### src/rtl/pipe_pkg.sv
// Shared types and constants for the pipeline stage buffer: occupancy states,
// default bubble instruction and a reference entry layout.
package pipe_pkg;

  typedef enum logic [1:0] {
    EMPTY = 2'd0,
    ONE   = 2'd1,
    FULL  = 2'd2
  } occ_state_e;

  localparam int unsigned DEF_INST_W = 32;
  localparam int unsigned DEF_PC_W   = 32;

  localparam logic [DEF_INST_W-1:0] NOP_INST_DEFAULT = '0;

  // Reference layout at default widths; instances re-declare it at their own widths.
  typedef struct packed {
    logic                  valid;
    logic [DEF_INST_W-1:0] inst;
    logic [DEF_PC_W-1:0]   npc;
  } pipe_entry_t;

  function automatic logic occ_accepts(input occ_state_e st);
    return st != FULL;
  endfunction

endpackage

### src/rtl/pipeline_stage_buffer_if.sv
// Handshake bundle for pipeline_stage_buffer: upstream offer side and
// downstream presentation side. The buffer uses the slave modport.
interface pipeline_stage_buffer_if #(
  parameter int unsigned INST_W = 32,
  parameter int unsigned PC_W   = 32
);
  logic              in_valid;
  logic              in_ready;
  logic [INST_W-1:0] in_inst;
  logic [PC_W-1:0]   in_npc;
  logic              out_valid;
  logic              out_ready;
  logic [INST_W-1:0] out_inst;
  logic [PC_W-1:0]   out_npc;

  modport master (
    output in_valid, in_inst, in_npc, out_ready,
    input  in_ready, out_valid, out_inst, out_npc
  );

  modport slave (
    input  in_valid, in_inst, in_npc, out_ready,
    output in_ready, out_valid, out_inst, out_npc
  );
endinterface

### src/rtl/pipeline_stage_buffer_sat_counter.sv
// Saturating up-counter with increment enable and synchronous clear.
module sat_counter #(
  parameter int unsigned WIDTH = 32
) (
  input  logic             clk,
  input  logic             clr,
  input  logic             inc,
  output logic [WIDTH-1:0] count
);

  logic [WIDTH-1:0] count_q;
  logic [WIDTH-1:0] count_d;

  always_comb begin
    count_d = count_q;
    if (inc && (count_q != '1)) begin
      count_d = count_q + WIDTH'(1);
    end
  end

  always_ff @(posedge clk) begin
    if (clr) begin
      count_q <= '0;
    end else begin
      count_q <= count_d;
    end
  end

  assign count = count_q;

endmodule

### src/rtl/pipeline_stage_buffer.sv
// Two-entry (head + skid) pipeline register with valid/ready, stall hold and flush.
// Define STAGE_BUF_PERF_EN to add saturating stall/flush cycle counters.
module pipeline_stage_buffer
  import pipe_pkg::*;
#(
  parameter int unsigned       INST_W   = 32,
  parameter int unsigned       PC_W     = 32,
  parameter logic [INST_W-1:0] NOP_INST = INST_W'(NOP_INST_DEFAULT)
) (
  input  logic                     clk,
  input  logic                     reset,
  input  logic                     stall,
  input  logic                     flush,
  pipeline_stage_buffer_if.slave   bus
`ifdef STAGE_BUF_PERF_EN
  ,
  output logic [31:0]              perf_stall_cnt,
  output logic [31:0]              perf_flush_cnt
`endif
);

  typedef struct packed {
    logic              valid;
    logic [INST_W-1:0] inst;
    logic [PC_W-1:0]   npc;
  } entry_t;

  occ_state_e state_q, state_d;
  entry_t     h_q, h_d;
  entry_t     s_q, s_d;
  logic       in_ready_q, in_ready_d;

  logic       out_valid;
  logic       in_ready;
  logic       enq;
  logic       deq;
  entry_t     in_entry;

  // in_ready comes only from a flop and stall, never from out_ready.
  assign in_ready  = in_ready_q & ~stall;
  assign out_valid = h_q.valid & ~stall;

  always_comb begin
    in_entry = '{valid: 1'b1, inst: bus.in_inst, npc: bus.in_npc};
    enq      = bus.in_valid & in_ready & ~flush;
    deq      = out_valid & bus.out_ready;

    state_d  = state_q;
    h_d      = h_q;
    s_d      = s_q;

    if (flush) begin
      // The bubble keeps the incoming next-PC, as the old IF/ID register did.
      h_d       = '{valid: 1'b0, inst: NOP_INST, npc: bus.in_npc};
      s_d.valid = 1'b0;
      state_d   = EMPTY;
    end else if (!stall) begin
      unique case (state_q)
        EMPTY: begin
          if (enq) begin
            h_d     = in_entry;
            state_d = ONE;
          end
        end
        ONE: begin
          if (enq && deq) begin
            h_d = in_entry;
          end else if (enq) begin
            s_d     = in_entry;
            state_d = FULL;
          end else if (deq) begin
            h_d.valid = 1'b0;
            state_d   = EMPTY;
          end
        end
        FULL: begin
          if (deq) begin
            h_d       = s_q;
            s_d.valid = 1'b0;
            state_d   = ONE;
          end
        end
        default: begin
          h_d.valid = 1'b0;
          s_d.valid = 1'b0;
          state_d   = EMPTY;
        end
      endcase
    end

    in_ready_d = occ_accepts(state_d);
  end

  always_ff @(posedge clk) begin
    if (reset) begin
      state_q    <= EMPTY;
      h_q        <= '{valid: 1'b0, inst: NOP_INST, npc: '0};
      s_q        <= '{valid: 1'b0, inst: NOP_INST, npc: '0};
      in_ready_q <= 1'b1;
    end else begin
      state_q    <= state_d;
      h_q        <= h_d;
      s_q        <= s_d;
      in_ready_q <= in_ready_d;
    end
  end

  assign bus.in_ready  = in_ready;
  assign bus.out_valid = out_valid;
  assign bus.out_inst  = h_q.valid ? h_q.inst : NOP_INST;
  assign bus.out_npc   = h_q.npc;

`ifdef STAGE_BUF_PERF_EN
  // A cycle with both stall and flush is attributed to flush only.
  sat_counter #(.WIDTH(32)) u_stall_cnt (
    .clk   (clk),
    .clr   (reset),
    .inc   (stall & ~flush),
    .count (perf_stall_cnt)
  );

  sat_counter #(.WIDTH(32)) u_flush_cnt (
    .clk   (clk),
    .clr   (reset),
    .inc   (flush),
    .count (perf_flush_cnt)
  );
`endif

endmodule

### src/flat_wrapper.sv
// flat-port wrapper written by rule: the top's interface ports become plain ports
module pipeline_stage_buffer_flat import pipe_pkg::*;
#(
  parameter int unsigned       INST_W   = 32,
  parameter int unsigned       PC_W     = 32,
  parameter logic [INST_W-1:0] NOP_INST = INST_W'(NOP_INST_DEFAULT)
)
  (clk, reset, stall, flush, bus_in_valid, bus_in_inst, bus_in_npc, bus_out_ready, bus_in_ready, bus_out_valid, bus_out_inst, bus_out_npc);
  pipeline_stage_buffer_if #(.INST_W(INST_W), .PC_W(PC_W)) bus_i ();
  input  logic clk;
  input  logic reset;
  input  logic stall;
  input  logic flush;
  input wire logic [$bits(bus_i.in_valid)-1:0] bus_in_valid;
  input wire logic [$bits(bus_i.in_inst)-1:0] bus_in_inst;
  input wire logic [$bits(bus_i.in_npc)-1:0] bus_in_npc;
  input wire logic [$bits(bus_i.out_ready)-1:0] bus_out_ready;
  output wire logic [$bits(bus_i.in_ready)-1:0] bus_in_ready;
  output wire logic [$bits(bus_i.out_valid)-1:0] bus_out_valid;
  output wire logic [$bits(bus_i.out_inst)-1:0] bus_out_inst;
  output wire logic [$bits(bus_i.out_npc)-1:0] bus_out_npc;
  assign bus_i.in_valid = bus_in_valid;
  assign bus_i.in_inst = bus_in_inst;
  assign bus_i.in_npc = bus_in_npc;
  assign bus_i.out_ready = bus_out_ready;
  assign bus_in_ready = bus_i.in_ready;
  assign bus_out_valid = bus_i.out_valid;
  assign bus_out_inst = bus_i.out_inst;
  assign bus_out_npc = bus_i.out_npc;
  pipeline_stage_buffer #(.INST_W(INST_W), .PC_W(PC_W), .NOP_INST(NOP_INST)) u_core (.clk(clk), .reset(reset), .stall(stall), .flush(flush), .bus(bus_i));
endmodule
### config.mk
export PLATFORM = sky130hd
export DESIGN_NAME = pipeline_stage_buffer_flat
export DESIGN_NICKNAME = d
export VERILOG_FILES = /design/src/rtl/pipe_pkg.sv /design/src/rtl/pipeline_stage_buffer_if.sv /design/src/rtl/pipeline_stage_buffer_sat_counter.sv /design/src/rtl/pipeline_stage_buffer.sv /design/src/flat_wrapper.sv
export SDC_FILE = /design/constraint.sdc
export NUM_CORES = 1
export LEC_CHECK = 0
export CAP_MARGIN = 20
export CELL_PAD_IN_SITES_DETAIL_PLACEMENT = 1
export CELL_PAD_IN_SITES_GLOBAL_PLACEMENT = 1
export CORE_AREA = 2 2 131 133
export DETAILED_ROUTE_END_ITERATION = 10
export DIE_AREA = 0 0 133 135
export PLACE_DENSITY_LB_ADDON = 0.1
export SLEW_MARGIN = 20
export SYNTH_ARGS = -nofsm -noshare
export SYNTH_HDL_FRONTEND = slang
export SYNTH_SLANG_ARGS = --single-unit
### constraint.sdc
create_clock -name clk -period 4.7 [get_ports clk]
set_input_delay 1.175 -clock clk [delete_from_list [all_inputs] [get_ports clk]]
set_output_delay 1.175 -clock clk [all_outputs]
set_load 0.05 [all_outputs]
# Word-level counts from Yosys, hierarchy flattened
# Index checks and enable logic that the tools add are counted.
[totals] regBits=133 elab_cells=63 input_bits=70 out_inout_bits=66
[classes] n_reduce_logical=10 n_eq_ne=14 muxes=22 bitwise=9
[op_table] cell="2-to-1 mux 65 bit" n=4
[op_table] cell="one-hot mux 64 bit (3 select lines)" n=1
[op_table] cell="2-to-1 mux 32 bit" n=3
[op_table] cell="2-to-1 mux 64 bit" n=1
[op_table] cell="AND reduction 5 bit" n=5
[op_table] cell="2-to-1 mux 2 bit" n=7
[op_table] cell="inequality test 2 x 1 -> 1 bit, second input constant" n=5
[op_table] cell="inequality test 3 x 2 -> 1 bit, second input constant" n=3
[op_table] cell="one-hot mux 1 bit (3 select lines)" n=2
[op_table] cell="one-hot mux 2 bit (3 select lines)" n=1
[op_table] cell="AND 1 bit" n=5
[op_table] cell="inequality test 2 bit, second input constant" n=2
[op_table] cell="NOT 1 bit" n=4
[op_table] cell="nonzero test 4 bit" n=1
[op_table] cell="2-to-1 mux 1 bit" n=3
[op_table] cell="inequality test 3 x 1 -> 1 bit, second input constant" n=1
[op_table] cell="inequality test 3 bit, second input constant" n=1
[op_table] cell="nonzero test 3 bit" n=1
[op_table] cell="== test 2 x 1 -> 1 bit, second input constant" n=1
[op_table] cell="== test 2 bit, second input constant" n=1
[op_table] cell="logical NOT 2 bit" n=1
[op_table] cell="OR reduction 2 bit" n=1
[op_table] cell="logical AND 1 bit" n=1

# Depth between registers and ports, before layout
[depth] depth_word=10 depth_mapped=8 ltp_nobuf=6

# Least setup slack after synthesis
# Ideal clock, no wire load.
[synth_path] path_type="input to output" startpoint="input stall" endpoint="output bus_in_ready" setup_slack_ps=1422 stages=2 arrival_time_ps=2103 n_path_buf=1 required_time_ps=3525 cell_sequence="clkbuf_1 nor2b_1"
[synth_between] elab_chain_cells=2
[synth_lines] element="from (decl)" line="flat_wrapper.sv:12" text="input logic stall;"
[synth_lines] element="NOT 1 bit (no source line)"
[synth_lines] element="AND 1 bit" line="pipeline_stage_buffer.sv:40" text="assign in_ready = in_ready_q & ~stall;"
[synth_lines] element="to (decl)" line="flat_wrapper.sv:18" text="output wire logic [$bits(bus_i.in_ready)-1:0] bus_in_ready;"
# Every way passes these cells.

# Worst setup path in the final report
# Ends and elaborated chain as after synthesis.

==> out/metrics.json <==
{
  "preCtsSetupSlack_ps": 703,
  "setup_ws_ps": 676,
  "reg2regPathDepth": 6,
  "period_share_pct": 85.6,
  "timing.final.setup_violations": 0,
  "buffer_ports.inserted": 135,
  "critical_path.reg2reg.endpoint": "u_core.h_q[50]",
  "critical_path.n_buffers_inverters": 2,
  "worst_relative_slew_slack_pct": 31.6,
  "synth_top_family_by_area": "compound AO/OA/AOI/OAI gates",
  "cts_made_buffers": 17,
  "yosysSeqAreaShare_pct": 40.1,
  "cp_slowest_cell": "sky130_fd_sc_hd__clkdlybuf4s50_1",
  "postSynthRegisterBits": 133,
  "power.ir.vdd_worst_uv": 245,
  "cts_num_sinks": 133,
  "rr_startpoint": "u_core.h_q[64]",
  "routed_wirelength_um": 20800,
  "data_arrival_time_of_the_critical_path_ps": 2850,
  "vias": 5964,
  "grtUsageMet3_pct": 4.69,
  "final-hold-violation-count": 0,
  "critPathCaptureType": "output pin",
  "min_to": "u_core.s_q[41]",
  "place_hpwl_um": 13100,
  "initial_utilization_pct": 40.5,
  "fmax_ghz": 0.249,
  "cts_max_path_bufs": 2,
  "grt_pass1_vias": 6341,
  "yosysMostFrequentCell": "sky130_fd_sc_hd__dfxtp_1",
  "globalRoute.totalOverflow": 0,
  "cts.reportedPaths.clkPinSlew_ps": 60,
  "first_pass_grt_wire_length_um": 33900,
  "net_count_after_synthesis": 851,
  "layout.nets": 905,
  "ioPinCount": 136,
  "clk_root_buffer_cell": "sky130_fd_sc_hd__clkbuf_16",
  "synth_area_um2": 6640,
  "yosys.area.top_type": "sky130_fd_sc_hd__dfxtp_1",
  "min_path_cells": 2,
  "cts_setup_buffers": 0,
  "worst_slew_pin_slew_ps": 1020,
  "ant_nets": 0,
  "crit_chain": "clkdlybuf4s50_1 > nor2b_1 > clkdlybuf4s50_1",
  "clkLatencyLatePin_ps": 410,
  "synth-simple-area-share_pct": 19.3,
  "unrepaired_setup_endpoints_after_global_routing": "no",
  "syn2layout_area_growth_pct": 26.0,
  "floorplan.rows": 47,
  "cts-hold-fix-buffers": 0,
  "dr.pass1.iters": 4,
  "setup_tns_ps": 0,
  "critical_path.max_fanout": 12,
  "fillers": 1870,
  "grt_busiest_layer": "met2",
  "critical-path-max-stage-delay_ps": 820,
  "antenna-diode-count": 0,
  "largest_net_degree_at_the_start_of_global_routing": 97,
  "netlist_top_cells_area": "sky130_fd_sc_hd__dfxtp_1 40%, sky130_fd_sc_hd__nand2_1 7.4%, sky130_fd_sc_hd__mux2_2 5.4%",
  "share_of_final_layout_standard_cells_stronger_than_drive_strength_1_pct": 12.2,
  "synth-async-reset-ratio_pct": 0,
  "synth_compound_gate_area_share_pct": 20.2,
  "cp-start-kind": "input port",
  "postSynthAreaPerCell_um2": 8.54,
  "hold-worst-slack_ps": 452,
  "drt_first_iter_violations": 323,
  "antenna_violations_before_repair": 0,
  "worst_clock_skew_ps": 9.77,
  "synth-edff-count": 0,
  "cts-resized-gates": 0,
  "synthesized_netlist_cell_count": 777,
  "seqCellArea_um2": 2660,
  "remaining_drc_errors": 0,
  "leak_pwr_nw": 2.97,
  "multi_input_area_um2": 3380,
  "htree_levels": 4,
  "hold_path.startpoint": "u_core.s_q[41]",
  "synth.cells.most_frequent": "133 x sky130_fd_sc_hd__dfxtp_1, 130 x sky130_fd_sc_hd__nand2_1, 67 x sky130_fd_sc_hd__a21oi_1, 55 x sky130_fd_sc_hd__clkbuf_1, 36 x sky130_fd_sc_hd__buf_4",
  "global_routing_usage_summed_across_all_routing_layers_pct": 23.7,
  "wl_per_cell_um": 19.6,
  "final_min_period_ps": 4020,
  "timing.critical_path.max_delay_family": "buffers and inverters",
  "dominantRegCellSynth": "sky130_fd_sc_hd__dfxtp_1",
  "path_common_cell": "sky130_fd_sc_hd__clkdlybuf4s50_1",
  "synth_top_area_share_pct": 40.1,
  "avgViaCountPerCell": 5.61,
  "placeableCoreArea_um2": 16400,
  "gp_routability_congestion": 0.810,
  "yosys.area_share.adder_pct": 0.754,
  "synthXorXnorAreaFrac_pct": 0.132,
  "maxCapViolations": 0,
  "critPathRequiredTime_ps": 3520,
  "synthMuxAreaShare_pct": 10.3,
  "synthesis_warnings": 0,
  "critical_path_class": "input port to output pin",
  "ys_types": 48,
  "chip_height_um": 135,
  "rrSetupSlack_ps": 1580,
  "grtUsageMet1_pct": 30.2,
  "die_area_um2": 18000,
  "dieWidth_um": 133,
  "clock_tree_from_tritoncts": "done",
  "timing.final.max_slew_violations": 0,
  "result_of_the_run": "finished, final reports clean",
  "min-delay-path-class": "flop to flop",
  "power-per-cell-area_nw_per_um2": 332,
  "grt_util_met2_pct": 41.0
}
routing by layer:
| layer | up-vias | part of all wire [%] |
|---|---|---|
| li1 | 2847 | - |
| met1 | 2972 | 45 |
| met2 | 131 | 51 |
| met3 | 14 | 3.7 |
| met4 | 0 | 0.97 |
| met5 | - | 0 |
registers in the layout, indices dropped and copies added, names as in the netlist:
| register | flops |
|---|---|
| u_core.bus.out_npc | 32 |
| u_core.h_q | 33 |
| u_core.in_ready_q | 1 |
| u_core.s_q | 65 |
| u_core.state_q | 2 |
how the worst max path moves through the flow:
stage / start / slack, ps / endpoint / depth (start not counted)
floorplan: stall / 1420 / bus_in_ready / 2
global placement: stall / 720 / bus_out_valid / 3
detailed placement: stall / 700 / bus_in_ready / 3
CTS: stall / 680 / bus_in_ready / 3
global route: stall / 590 / bus_out_valid / 3
finish: stall / 680 / bus_in_ready / 3
area by class of cell:
type,count,area share (%)
sequential,133,31.8
inverter,4,0.180
multi-input combinational,524,40.4
clock inverter,11,0.928
tap,220,3.29
timing repair buffer,151,17.7
clock buffer,21,5.63
cell usage in the layout, fill, tap and decap left out, types with 10 or more instances in the layout:
cell type and instances:
sky130_fd_sc_hd__clkdlybuf4s50_1 133, sky130_fd_sc_hd__dfxtp_1 133, sky130_fd_sc_hd__nand2_1 130, sky130_fd_sc_hd__a21oi_1 67, sky130_fd_sc_hd__nor2_1 33, sky130_fd_sc_hd__a31oi_1 33
sky130_fd_sc_hd__nor3_1 33, sky130_fd_sc_hd__and2_1 32, sky130_fd_sc_hd__mux2i_1 32, sky130_fd_sc_hd__o2111a_1 32, sky130_fd_sc_hd__mux2_2 32, sky130_fd_sc_hd__nor4_1 32
sky130_fd_sc_hd__a211oi_1 24, sky130_fd_sc_hd__clkbuf_16 17, sky130_fd_sc_hd__buf_4 15, sky130_fd_sc_hd__a211oi_2 10
cell families (layout without fill, tap and decap cells):
logic type / after synthesis / after routing
and+or+nand+nor: 274 / 274
muxes: 64 / 64
AOI/OAI and AO/OA: 181 / 181
buffers and inverters: 120 / 187
xor gates and xnor gates: 1 / 1
DFF: 133 / 133
adders and majority gates: 4 / 4
where the power goes:
group / switching, W / internal (W)
sequential: 0.0000208 / 0.00116
combinational: 0.000213 / 0.000156
clock: 0.000511 / 0.000715
total: 0.000746 / 0.00203
through the flow:
step	power [W]	std cells	utilization, %	instance area (um^2)
after floorplan	0.00145	777	-	6640
after global placement	0.00156	1032	47.6	7810
after detailed placement	0.00157	1032	47.6	7810
after CTS	0.00280	1064	50.9	8360
after global routing	0.00289	1064	51.0	8360
final	0.00278	1064	51.0	8360
worst reg2reg max path: stages (launching register included):
cell	delay (ps)
sky130_fd_sc_hd__dfxtp_1	930
sky130_fd_sc_hd__buf_4	270
sky130_fd_sc_hd__nand2_2	130
sky130_fd_sc_hd__a221oi_4	700
sky130_fd_sc_hd__buf_4	540
sky130_fd_sc_hd__a31oi_1	180
sky130_fd_sc_hd__nor3_1	270
(Power assumes the default switching activity.)
